[config.mk]
export PLATFORM = sky130hd
export DESIGN_NAME = id_ex_stage_flat
export DESIGN_NICKNAME = d
export VERILOG_FILES = /design/src/rtl/id_ex_stage_if.sv /design/src/rtl/id_ex_stage.sv /design/src/flat_wrapper.sv
export SDC_FILE = /design/constraint.sdc
export NUM_CORES = 1
export LEC_CHECK = 0
export BUFFER_PORTS_ARGS = -buffer_cell sky130_fd_sc_hd__buf_2
export CAP_MARGIN = 10
export CORE_MARGIN = 4
export CORE_UTILIZATION = 42
export CTS_BUF_LIST = sky130_fd_sc_hd__clkbuf_16
export DETAILED_ROUTE_END_ITERATION = 10
export HOLD_SLACK_MARGIN = 0.02
export PLACE_DENSITY = 0.86
export SLEW_MARGIN = 10
export SYNTH_ARGS = -nofsm -noshare
export SYNTH_HDL_FRONTEND = slang
export SYNTH_SLANG_ARGS = --single-unit
[constraint.sdc]
create_clock -name clk -period 1.75 [get_ports clk]
set_input_delay 0.175 -clock clk [delete_from_list [all_inputs] [get_ports clk]]
set_output_delay 0.175 -clock clk [all_outputs]
set_load 0.005 [all_outputs]
[src/rtl/id_ex_stage_if.sv]
// Decode-to-execute bundle: D-side fields driven by decode, E-side fields returned by id_ex_stage.
interface id_ex_stage_if #(
    parameter int XLEN = 32
);
    logic            stallD, flushE, validD;
    logic            mem_to_regD, mem_writeD, reg_writeD, jumpD, jump_srcD;
    logic            alu_src_is_zeroD, hltD, branchD, inv_branchD;
    logic [2:0]      mem_sizeD;
    logic [1:0]      alu_srcAD, alu_srcBD;
    logic [3:0]      alu_controlD;
    logic [XLEN-1:0] pcD, rd1D, rd2D, immD;
    logic [4:0]      rs1D, rs2D, rdD;

    logic            mem_to_regE, mem_writeE, reg_writeE, jumpE, jump_srcE;
    logic            alu_src_is_zeroE, hltE, branchE, inv_branchE;
    logic [2:0]      mem_sizeE;
    logic [1:0]      alu_srcAE, alu_srcBE;
    logic [3:0]      alu_controlE;
    logic [XLEN-1:0] pcE, rd1E, rd2E, immE;
    logic [4:0]      rs1E, rs2E, rdE;
    logic            validE, freeze_front, halted;

    modport master (
        output stallD, flushE, validD, mem_to_regD, mem_writeD, reg_writeD, jumpD, jump_srcD,
               alu_src_is_zeroD, hltD, branchD, inv_branchD, mem_sizeD, alu_srcAD, alu_srcBD,
               alu_controlD, pcD, rd1D, rd2D, immD, rs1D, rs2D, rdD,
        input  mem_to_regE, mem_writeE, reg_writeE, jumpE, jump_srcE, alu_src_is_zeroE, hltE,
               branchE, inv_branchE, mem_sizeE, alu_srcAE, alu_srcBE, alu_controlE, pcE, rd1E,
               rd2E, immE, rs1E, rs2E, rdE, validE, freeze_front, halted
    );

    modport slave (
        input  stallD, flushE, validD, mem_to_regD, mem_writeD, reg_writeD, jumpD, jump_srcD,
               alu_src_is_zeroD, hltD, branchD, inv_branchD, mem_sizeD, alu_srcAD, alu_srcBD,
               alu_controlD, pcD, rd1D, rd2D, immD, rs1D, rs2D, rdD,
        output mem_to_regE, mem_writeE, reg_writeE, jumpE, jump_srcE, alu_src_is_zeroE, hltE,
               branchE, inv_branchE, mem_sizeE, alu_srcAE, alu_srcBE, alu_controlE, pcE, rd1E,
               rd2E, immE, rs1E, rs2E, rdE, validE, freeze_front, halted
    );
endinterface

[src/rtl/id_ex_stage.sv]
// ID/EX pipeline register with stall/flush and the halt sequencer (RUN -> DRAIN -> HALTED).
// Optional bubble counter output enabled by defining ID_EX_BUBBLE_CNT_EN.
module id_ex_stage #(
    parameter int XLEN         = 32,
    parameter int DRAIN_CYCLES = 3
) (
    input  logic               clk,
    input  logic               rst_n,
    id_ex_stage_if.slave       bus
`ifdef ID_EX_BUBBLE_CNT_EN
    ,
    output logic [31:0]        bubble_cnt
`endif
);
    localparam logic [1:0] S_RUN    = 2'd0;
    localparam logic [1:0] S_DRAIN  = 2'd1;
    localparam logic [1:0] S_HALTED = 2'd2;

    typedef struct packed {
        logic            mem_to_reg, mem_write, reg_write, jump, jump_src;
        logic            alu_src_is_zero, hlt, branch, inv_branch;
        logic [2:0]      mem_size;
        logic [1:0]      alu_srcA, alu_srcB;
        logic [3:0]      alu_control;
        logic [XLEN-1:0] pc, rd1, rd2, imm;
        logic [4:0]      rs1, rs2, rd;
        logic            valid;
    } ex_t;

    ex_t        d_bus, e_d, e_q;
    logic [1:0] state_d, state_q;
    logic [3:0] cnt_d, cnt_q;
    logic       freeze_d, freeze_q;
    logic       halted_d, halted_q;

    // Write-type controls are gated here so an invalid slot can never commit anything.
    always_comb begin
        d_bus                 = '0;
        d_bus.valid           = bus.validD;
        d_bus.mem_to_reg      = bus.mem_to_regD;
        d_bus.mem_write       = bus.mem_writeD & bus.validD;
        d_bus.reg_write       = bus.reg_writeD & bus.validD;
        d_bus.jump            = bus.jumpD & bus.validD;
        d_bus.jump_src        = bus.jump_srcD;
        d_bus.alu_src_is_zero = bus.alu_src_is_zeroD;
        d_bus.hlt             = bus.hltD & bus.validD;
        d_bus.branch          = bus.branchD & bus.validD;
        d_bus.inv_branch      = bus.inv_branchD;
        d_bus.mem_size        = bus.mem_sizeD;
        d_bus.alu_srcA        = bus.alu_srcAD;
        d_bus.alu_srcB        = bus.alu_srcBD;
        d_bus.alu_control     = bus.alu_controlD;
        d_bus.pc              = bus.pcD;
        d_bus.rd1             = bus.rd1D;
        d_bus.rd2             = bus.rd2D;
        d_bus.imm             = bus.immD;
        d_bus.rs1             = bus.rs1D;
        d_bus.rs2             = bus.rs2D;
        d_bus.rd              = bus.rdD;
    end

    always_comb begin
        e_d = d_bus;
        if (bus.flushE || (state_q != S_RUN)) e_d = '0;
        else if (bus.stallD)                  e_d = e_q;
    end

    // Halt sequencer: a flush or stall once draining has started never pauses or aborts it.
    always_comb begin
        state_d  = state_q;
        cnt_d    = cnt_q;
        freeze_d = freeze_q;
        halted_d = halted_q;
        case (state_q)
            S_RUN: begin
                if (e_q.valid && e_q.hlt && !bus.stallD) begin
                    state_d  = S_DRAIN;
                    cnt_d    = 4'(DRAIN_CYCLES - 1);
                    freeze_d = 1'b1;
                end
            end
            S_DRAIN: begin
                if (cnt_q == 4'd0) begin
                    state_d  = S_HALTED;
                    halted_d = 1'b1;
                end else begin
                    cnt_d = cnt_q - 4'd1;
                end
            end
            S_HALTED: ;
            default:  state_d = S_RUN;
        endcase
    end

    always_ff @(posedge clk or negedge rst_n) begin
        if (!rst_n) begin
            e_q      <= '0;
            state_q  <= S_RUN;
            cnt_q    <= 4'd0;
            freeze_q <= 1'b0;
            halted_q <= 1'b0;
        end else begin
            e_q      <= e_d;
            state_q  <= state_d;
            cnt_q    <= cnt_d;
            freeze_q <= freeze_d;
            halted_q <= halted_d;
        end
    end

`ifdef ID_EX_BUBBLE_CNT_EN
    function automatic logic [31:0] sat_inc(input logic [31:0] v);
        return (v == 32'hFFFF_FFFF) ? v : v + 32'd1;
    endfunction

    logic [31:0] bcnt_d, bcnt_q;
    logic        bubble_ev;

    // Only decode-originated bubbles count; halt-induced ones happen outside RUN.
    assign bubble_ev = (state_q == S_RUN) && (bus.flushE || (!bus.stallD && !bus.validD));

    always_comb begin
        bcnt_d = bcnt_q;
        if (bubble_ev) bcnt_d = sat_inc(bcnt_q);
    end

    always_ff @(posedge clk or negedge rst_n) begin
        if (!rst_n) bcnt_q <= 32'd0;
        else        bcnt_q <= bcnt_d;
    end

    assign bubble_cnt = bcnt_q;
`endif

    assign bus.mem_to_regE      = e_q.mem_to_reg;
    assign bus.mem_writeE       = e_q.mem_write;
    assign bus.reg_writeE       = e_q.reg_write;
    assign bus.jumpE            = e_q.jump;
    assign bus.jump_srcE        = e_q.jump_src;
    assign bus.alu_src_is_zeroE = e_q.alu_src_is_zero;
    assign bus.hltE             = e_q.hlt;
    assign bus.branchE          = e_q.branch;
    assign bus.inv_branchE      = e_q.inv_branch;
    assign bus.mem_sizeE        = e_q.mem_size;
    assign bus.alu_srcAE        = e_q.alu_srcA;
    assign bus.alu_srcBE        = e_q.alu_srcB;
    assign bus.alu_controlE     = e_q.alu_control;
    assign bus.pcE              = e_q.pc;
    assign bus.rd1E             = e_q.rd1;
    assign bus.rd2E             = e_q.rd2;
    assign bus.immE             = e_q.imm;
    assign bus.rs1E             = e_q.rs1;
    assign bus.rs2E             = e_q.rs2;
    assign bus.rdE              = e_q.rd;
    assign bus.validE           = e_q.valid;
    assign bus.freeze_front     = freeze_q;
    assign bus.halted           = halted_q;
endmodule

[src/flat_wrapper.sv]
// flat-port wrapper written by rule: the top's interface ports become plain ports
module id_ex_stage_flat 
#(
    parameter int XLEN         = 32,
    parameter int DRAIN_CYCLES = 3
)
  (clk, rst_n, bus_stallD, bus_flushE, bus_validD, bus_mem_to_regD, bus_mem_writeD, bus_reg_writeD, bus_jumpD, bus_jump_srcD, bus_alu_src_is_zeroD, bus_hltD, bus_branchD, bus_inv_branchD, bus_mem_sizeD, bus_alu_srcAD, bus_alu_srcBD, bus_alu_controlD, bus_pcD, bus_rd1D, bus_rd2D, bus_immD, bus_rs1D, bus_rs2D, bus_rdD, bus_mem_to_regE, bus_mem_writeE, bus_reg_writeE, bus_jumpE, bus_jump_srcE, bus_alu_src_is_zeroE, bus_hltE, bus_branchE, bus_inv_branchE, bus_mem_sizeE, bus_alu_srcAE, bus_alu_srcBE, bus_alu_controlE, bus_pcE, bus_rd1E, bus_rd2E, bus_immE, bus_rs1E, bus_rs2E, bus_rdE, bus_validE, bus_freeze_front, bus_halted);
  id_ex_stage_if #(.XLEN(XLEN)) bus_i ();
  input  logic clk;
  input  logic rst_n;
  input wire logic [$bits(bus_i.stallD)-1:0] bus_stallD;
  input wire logic [$bits(bus_i.flushE)-1:0] bus_flushE;
  input wire logic [$bits(bus_i.validD)-1:0] bus_validD;
  input wire logic [$bits(bus_i.mem_to_regD)-1:0] bus_mem_to_regD;
  input wire logic [$bits(bus_i.mem_writeD)-1:0] bus_mem_writeD;
  input wire logic [$bits(bus_i.reg_writeD)-1:0] bus_reg_writeD;
  input wire logic [$bits(bus_i.jumpD)-1:0] bus_jumpD;
  input wire logic [$bits(bus_i.jump_srcD)-1:0] bus_jump_srcD;
  input wire logic [$bits(bus_i.alu_src_is_zeroD)-1:0] bus_alu_src_is_zeroD;
  input wire logic [$bits(bus_i.hltD)-1:0] bus_hltD;
  input wire logic [$bits(bus_i.branchD)-1:0] bus_branchD;
  input wire logic [$bits(bus_i.inv_branchD)-1:0] bus_inv_branchD;
  input wire logic [$bits(bus_i.mem_sizeD)-1:0] bus_mem_sizeD;
  input wire logic [$bits(bus_i.alu_srcAD)-1:0] bus_alu_srcAD;
  input wire logic [$bits(bus_i.alu_srcBD)-1:0] bus_alu_srcBD;
  input wire logic [$bits(bus_i.alu_controlD)-1:0] bus_alu_controlD;
  input wire logic [$bits(bus_i.pcD)-1:0] bus_pcD;
  input wire logic [$bits(bus_i.rd1D)-1:0] bus_rd1D;
  input wire logic [$bits(bus_i.rd2D)-1:0] bus_rd2D;
  input wire logic [$bits(bus_i.immD)-1:0] bus_immD;
  input wire logic [$bits(bus_i.rs1D)-1:0] bus_rs1D;
  input wire logic [$bits(bus_i.rs2D)-1:0] bus_rs2D;
  input wire logic [$bits(bus_i.rdD)-1:0] bus_rdD;
  output wire logic [$bits(bus_i.mem_to_regE)-1:0] bus_mem_to_regE;
  output wire logic [$bits(bus_i.mem_writeE)-1:0] bus_mem_writeE;
  output wire logic [$bits(bus_i.reg_writeE)-1:0] bus_reg_writeE;
  output wire logic [$bits(bus_i.jumpE)-1:0] bus_jumpE;
  output wire logic [$bits(bus_i.jump_srcE)-1:0] bus_jump_srcE;
  output wire logic [$bits(bus_i.alu_src_is_zeroE)-1:0] bus_alu_src_is_zeroE;
  output wire logic [$bits(bus_i.hltE)-1:0] bus_hltE;
  output wire logic [$bits(bus_i.branchE)-1:0] bus_branchE;
  output wire logic [$bits(bus_i.inv_branchE)-1:0] bus_inv_branchE;
  output wire logic [$bits(bus_i.mem_sizeE)-1:0] bus_mem_sizeE;
  output wire logic [$bits(bus_i.alu_srcAE)-1:0] bus_alu_srcAE;
  output wire logic [$bits(bus_i.alu_srcBE)-1:0] bus_alu_srcBE;
  output wire logic [$bits(bus_i.alu_controlE)-1:0] bus_alu_controlE;
  output wire logic [$bits(bus_i.pcE)-1:0] bus_pcE;
  output wire logic [$bits(bus_i.rd1E)-1:0] bus_rd1E;
  output wire logic [$bits(bus_i.rd2E)-1:0] bus_rd2E;
  output wire logic [$bits(bus_i.immE)-1:0] bus_immE;
  output wire logic [$bits(bus_i.rs1E)-1:0] bus_rs1E;
  output wire logic [$bits(bus_i.rs2E)-1:0] bus_rs2E;
  output wire logic [$bits(bus_i.rdE)-1:0] bus_rdE;
  output wire logic [$bits(bus_i.validE)-1:0] bus_validE;
  output wire logic [$bits(bus_i.freeze_front)-1:0] bus_freeze_front;
  output wire logic [$bits(bus_i.halted)-1:0] bus_halted;
  assign bus_i.stallD = bus_stallD;
  assign bus_i.flushE = bus_flushE;
  assign bus_i.validD = bus_validD;
  assign bus_i.mem_to_regD = bus_mem_to_regD;
  assign bus_i.mem_writeD = bus_mem_writeD;
  assign bus_i.reg_writeD = bus_reg_writeD;
  assign bus_i.jumpD = bus_jumpD;
  assign bus_i.jump_srcD = bus_jump_srcD;
  assign bus_i.alu_src_is_zeroD = bus_alu_src_is_zeroD;
  assign bus_i.hltD = bus_hltD;
  assign bus_i.branchD = bus_branchD;
  assign bus_i.inv_branchD = bus_inv_branchD;
  assign bus_i.mem_sizeD = bus_mem_sizeD;
  assign bus_i.alu_srcAD = bus_alu_srcAD;
  assign bus_i.alu_srcBD = bus_alu_srcBD;
  assign bus_i.alu_controlD = bus_alu_controlD;
  assign bus_i.pcD = bus_pcD;
  assign bus_i.rd1D = bus_rd1D;
  assign bus_i.rd2D = bus_rd2D;
  assign bus_i.immD = bus_immD;
  assign bus_i.rs1D = bus_rs1D;
  assign bus_i.rs2D = bus_rs2D;
  assign bus_i.rdD = bus_rdD;
  assign bus_mem_to_regE = bus_i.mem_to_regE;
  assign bus_mem_writeE = bus_i.mem_writeE;
  assign bus_reg_writeE = bus_i.reg_writeE;
  assign bus_jumpE = bus_i.jumpE;
  assign bus_jump_srcE = bus_i.jump_srcE;
  assign bus_alu_src_is_zeroE = bus_i.alu_src_is_zeroE;
  assign bus_hltE = bus_i.hltE;
  assign bus_branchE = bus_i.branchE;
  assign bus_inv_branchE = bus_i.inv_branchE;
  assign bus_mem_sizeE = bus_i.mem_sizeE;
  assign bus_alu_srcAE = bus_i.alu_srcAE;
  assign bus_alu_srcBE = bus_i.alu_srcBE;
  assign bus_alu_controlE = bus_i.alu_controlE;
  assign bus_pcE = bus_i.pcE;
  assign bus_rd1E = bus_i.rd1E;
  assign bus_rd2E = bus_i.rd2E;
  assign bus_immE = bus_i.immE;
  assign bus_rs1E = bus_i.rs1E;
  assign bus_rs2E = bus_i.rs2E;
  assign bus_rdE = bus_i.rdE;
  assign bus_validE = bus_i.validE;
  assign bus_freeze_front = bus_i.freeze_front;
  assign bus_halted = bus_i.halted;
  id_ex_stage #(.XLEN(XLEN), .DRAIN_CYCLES(DRAIN_CYCLES)) u_core (.clk(clk), .rst_n(rst_n), .bus(bus_i));
endmodule
# [Yosys cells after proc, flatten, opt, wreduce, memory -nomap -nowiden]
# Cells that the tools add are included.
[op_classes] add_sub_neg=1 n_eq_ne=6 muxes=8 n_bitwise=6 n_reduce_logical=12
[op_table] cell="$mux W164" count=2
[op_table] cell="$mux W4" count=2
[op_table] cell="$pmux W4 S2" count=1
[op_table] cell="$ne A2 B1 Y1 const B" count=3
[op_table] cell="$pmux W2 S3" count=1
[op_table] cell="$reduce_and A3 Y1" count=2
[op_table] cell="$and A1 B1 Y1" count=5
[op_table] cell="$logic_not A4 Y1" count=1
[op_table] cell="$mux W2" count=2
[op_table] cell="$reduce_and A2 Y1" count=2
[op_table] cell="$reduce_bool A2 Y1" count=2
[op_table] cell="$sub A4 B1 Y4 const B" count=1
[op_table] cell="$eq A2 B1 Y1 const B" count=1
[op_table] cell="$eq A2 B2 Y1 const B" count=1
[op_table] cell="$logic_and A1 B1 Y1" count=2
[op_table] cell="$logic_not A2 Y1" count=1
[op_table] cell="$ne A2 B2 Y1 const B" count=1
[op_table] cell="$logic_not A1 Y1" count=1
[op_table] cell="$logic_or A1 B1 Y1" count=1
[op_table] cell="$not A1 Y1" count=1
[word_totals] reg_bits=172 wordCells=58

# [Longest topological paths before layout]
[depth] depth_word=4 mapped_depth=5 ltp_nobuf=5

# [Worst setup path before layout]
# Ideal clock, no wire load.
[synth_timing] path_type="register to register" start="reg u_core.cnt_q[0]" end="reg u_core.cnt_q[1]" arrival_ns=1.529 setup_slack_ns=0.096 stages_incl_launch_ff=6 period_less_slack_ns=1.654 cell_sequence="dfrtp_1 > inv_1 > ha_1 > or3b_1 > a22o_2 > mux2_4"
[synth_between] elab_chain_cells=3 elab_cells_between_ends=6 classes_between="add/sub: 1; eq/ne: 1; mux: 2; reduce/logical: 2"
[synth_lines] item="from (decl)" line_no="id_ex_stage.sv:32" source="logic [3:0] cnt_d, cnt_q;"
[synth_lines] item="from (signal assigned)" line_no="id_ex_stage.sv:105" source="cnt_q <= cnt_d;"
[synth_lines] item="$sub A4 B1 Y4 or $logic_not A4 Y1 (tied branches)" line_no="id_ex_stage.sv:87, id_ex_stage.sv:83"
[synth_lines] item="$mux W4 or $ne A2 B2 Y1 (tied branches)"
[synth_lines] item="$pmux W4 S2 or $reduce_and A3 Y1 (tied branches)"
# Several ways; a longest one is shown, not always the timed one. The select of a mux whose other input is x is not followed.
# A chain may end at the register's enable or synchronous reset.

# [Final worst setup path]
[layout_timing] start="reg u_core.cnt_q[1]" end="reg u_core.cnt_q[1]"
# Same word-level chain as after synthesis.

==> summary.txt <==
Run status
  – Status: finished clean

Die
  – IO Count: 334
  – Die ar.: 0.0186 mm^2
  – Die H: 136 um
  – Num rows: 46
  – Die X-Extent: 136 um
  – Core area: 0.0160 mm^2
  – Initial Utilization: 43.3%

STA
  – RSZ-0062 raised after global routing: false
  – # setup viols final: 0
  – Least-Margin Pin Slew: 0.757 ns
  – Max frequency: 590 MHz
  – Post-layout minimum cycle time: 1.70 ns
  – Final cycle utilization of the critical path: 96.9%
  – Final Skew: 0.0123 ns
  – Sum Neg Setup Slack: 0 ns
  – Final Max Slew Viols: 0
  – Final hold vios: 0
  – Slew margin rel.: 49.5%

Detailed routing
  – Initial DRC count: 234
  – Via-to-Cell Ratio: 4.89
  – Routed WL: 22,400 um
  – Drt wl/cell: 17.7 um
  – Via count: 6,186
  – Antenna-violating nets left: 0
  – Drc violations: 0
  – First-pass detailed-route iteration total: 5

Worst setup path
  – CP startpoint kind: flip-flop
  – Crit. End Element: flip-flop
  – CP arrival: 1.99 ns
  – CP cell instances: inv_2, ha_4, or3b_1, a22o_2, mux2_4
  – CP Data Required Time: 2.04 ns
  – CP max stage delay: 0.41 ns
  – Reg2reg setup slack: 0.05 ns
  – Worst Path Max Fanout: 4
  – CP Class: flip-flop to flip-flop
  – CP max stage cell: dfrtp_1

Global routing
  – Largest net degree at the start of global routing: 165
  – Total grt overflow: 0
  – Total GRT Usage: 23.5%
  – Vias in the first global route: 6,661
  – First-pass GRT wire length: 34,200 um
  – Initial antenna violation count: 2

Final layout
  – Share of layout cells above drive strength 1: 36.2%
  – Layout filler cell count: 1,099
  – Register area: 0.00430 mm^2
  – Commonest cells after routing, fill and taps aside: 331 x buf_2, 172 x dfrtp_1, 159 x mux2i_1, 159 x nor2_1, 143 x dlygate4sd3_1
  – Layout area overhead: 56.8%
  – Commonest non-fill, non-tap cell in the layout: buf_2
  – Multi-input logic area: 0.00245 mm^2
  – Layout net count: 1,206

Synth
  – Mapped cell area: 0.00693 mm^2
  – Post-Syn Instances: 570
  – Ys Warns: 0
  – Average size of a mapped cell: 12.1 um^2
  – Sequential share of the synthesized area: 62.1%
  – Yosys cell types: 26
  – Syn Nets: 739
  – Number of synthesized register bits: 172

CTS
  – Clock Tree Buf Depth: 2
  – Worst-skew pair later-pin latency: 0.41 ns
  – Sinks on Clock Net: 172
  – CTS tree: yes
  – CTS H-tree lvls: 4
  – Root Driver: clkbuf_16
  – CTS buffer count: 17
  – CTS clk-pin slew, worst paths: 0.07 ns

Place
  – Port Buf Inserts: 333
  – DP HPWL: 13,000 um
  – RePlAce Congestion: 0.775

Min path
  – Worst Hold Class: primary input to flip-flop

Pwr
  – Max IR drop VDD: 0.567 mV
  – Power per cell area: 1000 mW/mm^2
  – Leak: 6.06 nW
  – Power Total: 0.0109 W

Run
  – Max_cap viols: 0
-- per-stage QoR --
stage | hold slack (ns) | instances | utilization (%) | area [um^2] | setup WS, ns
2_1_floorplan | -0.121 | 570 | - | 6930 | 0.0956
3_3_place_gp | 0.108 | 1091 | 55.3 | 8840 | 0.0566
3_5_place_dp | 0.116 | 1091 | 55.3 | 8840 | 0.0156
4_1_cts | 0.0209 | 1264 | 67.8 | 10800 | 0.0112
5_1_grt | 0.0248 | 1266 | 67.9 | 10900 | 0.00627
6_report | 0.0326 | 1266 | 67.9 | 10900 | 0.0546
-- cell usage after synthesis --
| cell | n | area (um^2) |
|---|---|---|
| nand3_1 | 1 | 5.00 |
| dfrtp_1 | 172 | 4300 |
| o21ai_0 | 3 | 15.0 |
| buf_2 | 25 | 125 |
| nand2_1 | 7 | 26.3 |
| nor2b_1 | 1 | 6.26 |
| a21o_2 | 1 | 8.76 |
| nor2_1 | 159 | 597 |
| or4_1 | 1 | 7.51 |
| or2_2 | 1 | 6.26 |
| nand3b_1 | 5 | 37.5 |
| a22o_2 | 1 | 10.0 |
| nand4_1 | 1 | 6.26 |
| ha_1 | 1 | 12.5 |
| mux2_4 | 1 | 15.0 |
| nor3b_1 | 1 | 7.51 |
| inv_1 | 4 | 15.0 |
| clkbuf_1 | 10 | 37.5 |
| mux2i_1 | 159 | 1590 |
| nor4b_1 | 1 | 8.76 |
| or3_1 | 2 | 12.5 |
| and2_1 | 1 | 6.26 |
| buf_1 | 2 | 7.51 |
| a21oi_1 | 7 | 35.0 |
| or3b_1 | 1 | 8.76 |
| nand2b_1 | 2 | 12.5 |
-- per-layer routing --
metal | wire length [um] | track usage, % | up-vias
met5 | 0 | 0 | -
met3 | 1860 | 6.74 | 57
met1 | 8730 | 27.6 | 2976
li1 | - | - | 2830
met4 | 639 | 9.35 | 0
met2 | 11200 | 40.7 | 323
-- state kept, by name, summed over array words and instances (netlist names), 2 cells and up --
name	count
u_core.bus.rs1E	5
u_core.bus.rd2E	32
u_core.bus.alu_srcBE	2
u_core.bus.pcE	32
u_core.bus.rd1E	32
u_core.state_q	2
u_core.bus.alu_controlE	4
u_core.bus.rs2E	5
u_core.bus.immE	32
u_core.cnt_q	4
u_core.bus.rdE	5
u_core.bus.mem_sizeE	3
u_core.bus.alu_srcAE	2
-- worst paths after layout --
check | startpoint | endpoint | cells after the start
max | u_core.cnt_q[1] | u_core.cnt_q[1] | 5
min | bus_pcD[1] | u_core.bus.pcE[1] | 3
max reg2reg | u_core.cnt_q[1] | u_core.cnt_q[1] | 5
min reg2reg | u_core.bus.freeze_front | u_core.bus.freeze_front | 1
max in group asynchronous | rst_n | u_core.bus.rd1E[25] | 3
min in group asynchronous | rst_n | u_core.bus.immE[29] | 2
-- critical path: cells and delay by family (launching register included) --
| kind | cells | cell delay, ns |
|---|---|---|
| AO/OA/AOI/OAI | 1 | 0.30 |
| buffers and inverters | 1 | 0.09 |
| multiplexers | 1 | 0.29 |
| AND/OR/NAND/NOR | 1 | 0.36 |
| adder cells (fa/ha/maj) | 1 | 0.14 |
| flip-flops | 1 | 0.41 |
-- area by class of cell --
cell class	instances	share of cell area, %
sequential	172	39.6
timing repair buffer	485	29.9
multi-input combinational	357	22.6
clock buffer	17	3.92
tap	216	2.49
clock inverter	13	1.31
inverter	4	0.138
antenna	2	0.0461
-- kinds of logic after synthesis --
family          count (synthesis)  synth area share (%)
compound gates                 12                 0.994
buf+inv                        41                  2.67
mux                           160                  23.2
simple gates                  184                  10.8
flops                         172                  62.1
fa+ha+maj                       1                 0.181
-- repair_timing --
action | CTS | global route
setup endpoints to repair | 0 | 1
setup buffers | 0 | 0
hold buffers | 143 | 0
hold endpoints to repair | 184 | 0
resized for setup | 0 | 4
-- report_power, final --
group | internal, W | switching, W | total, W
combinational | 0.00114 | 0.00122 | 0.00236
clock | 0.00210 | 0.00159 | 0.00369
sequential | 0.00450 | 0.000333 | 0.00483
(Power assumes the default switching activity.)
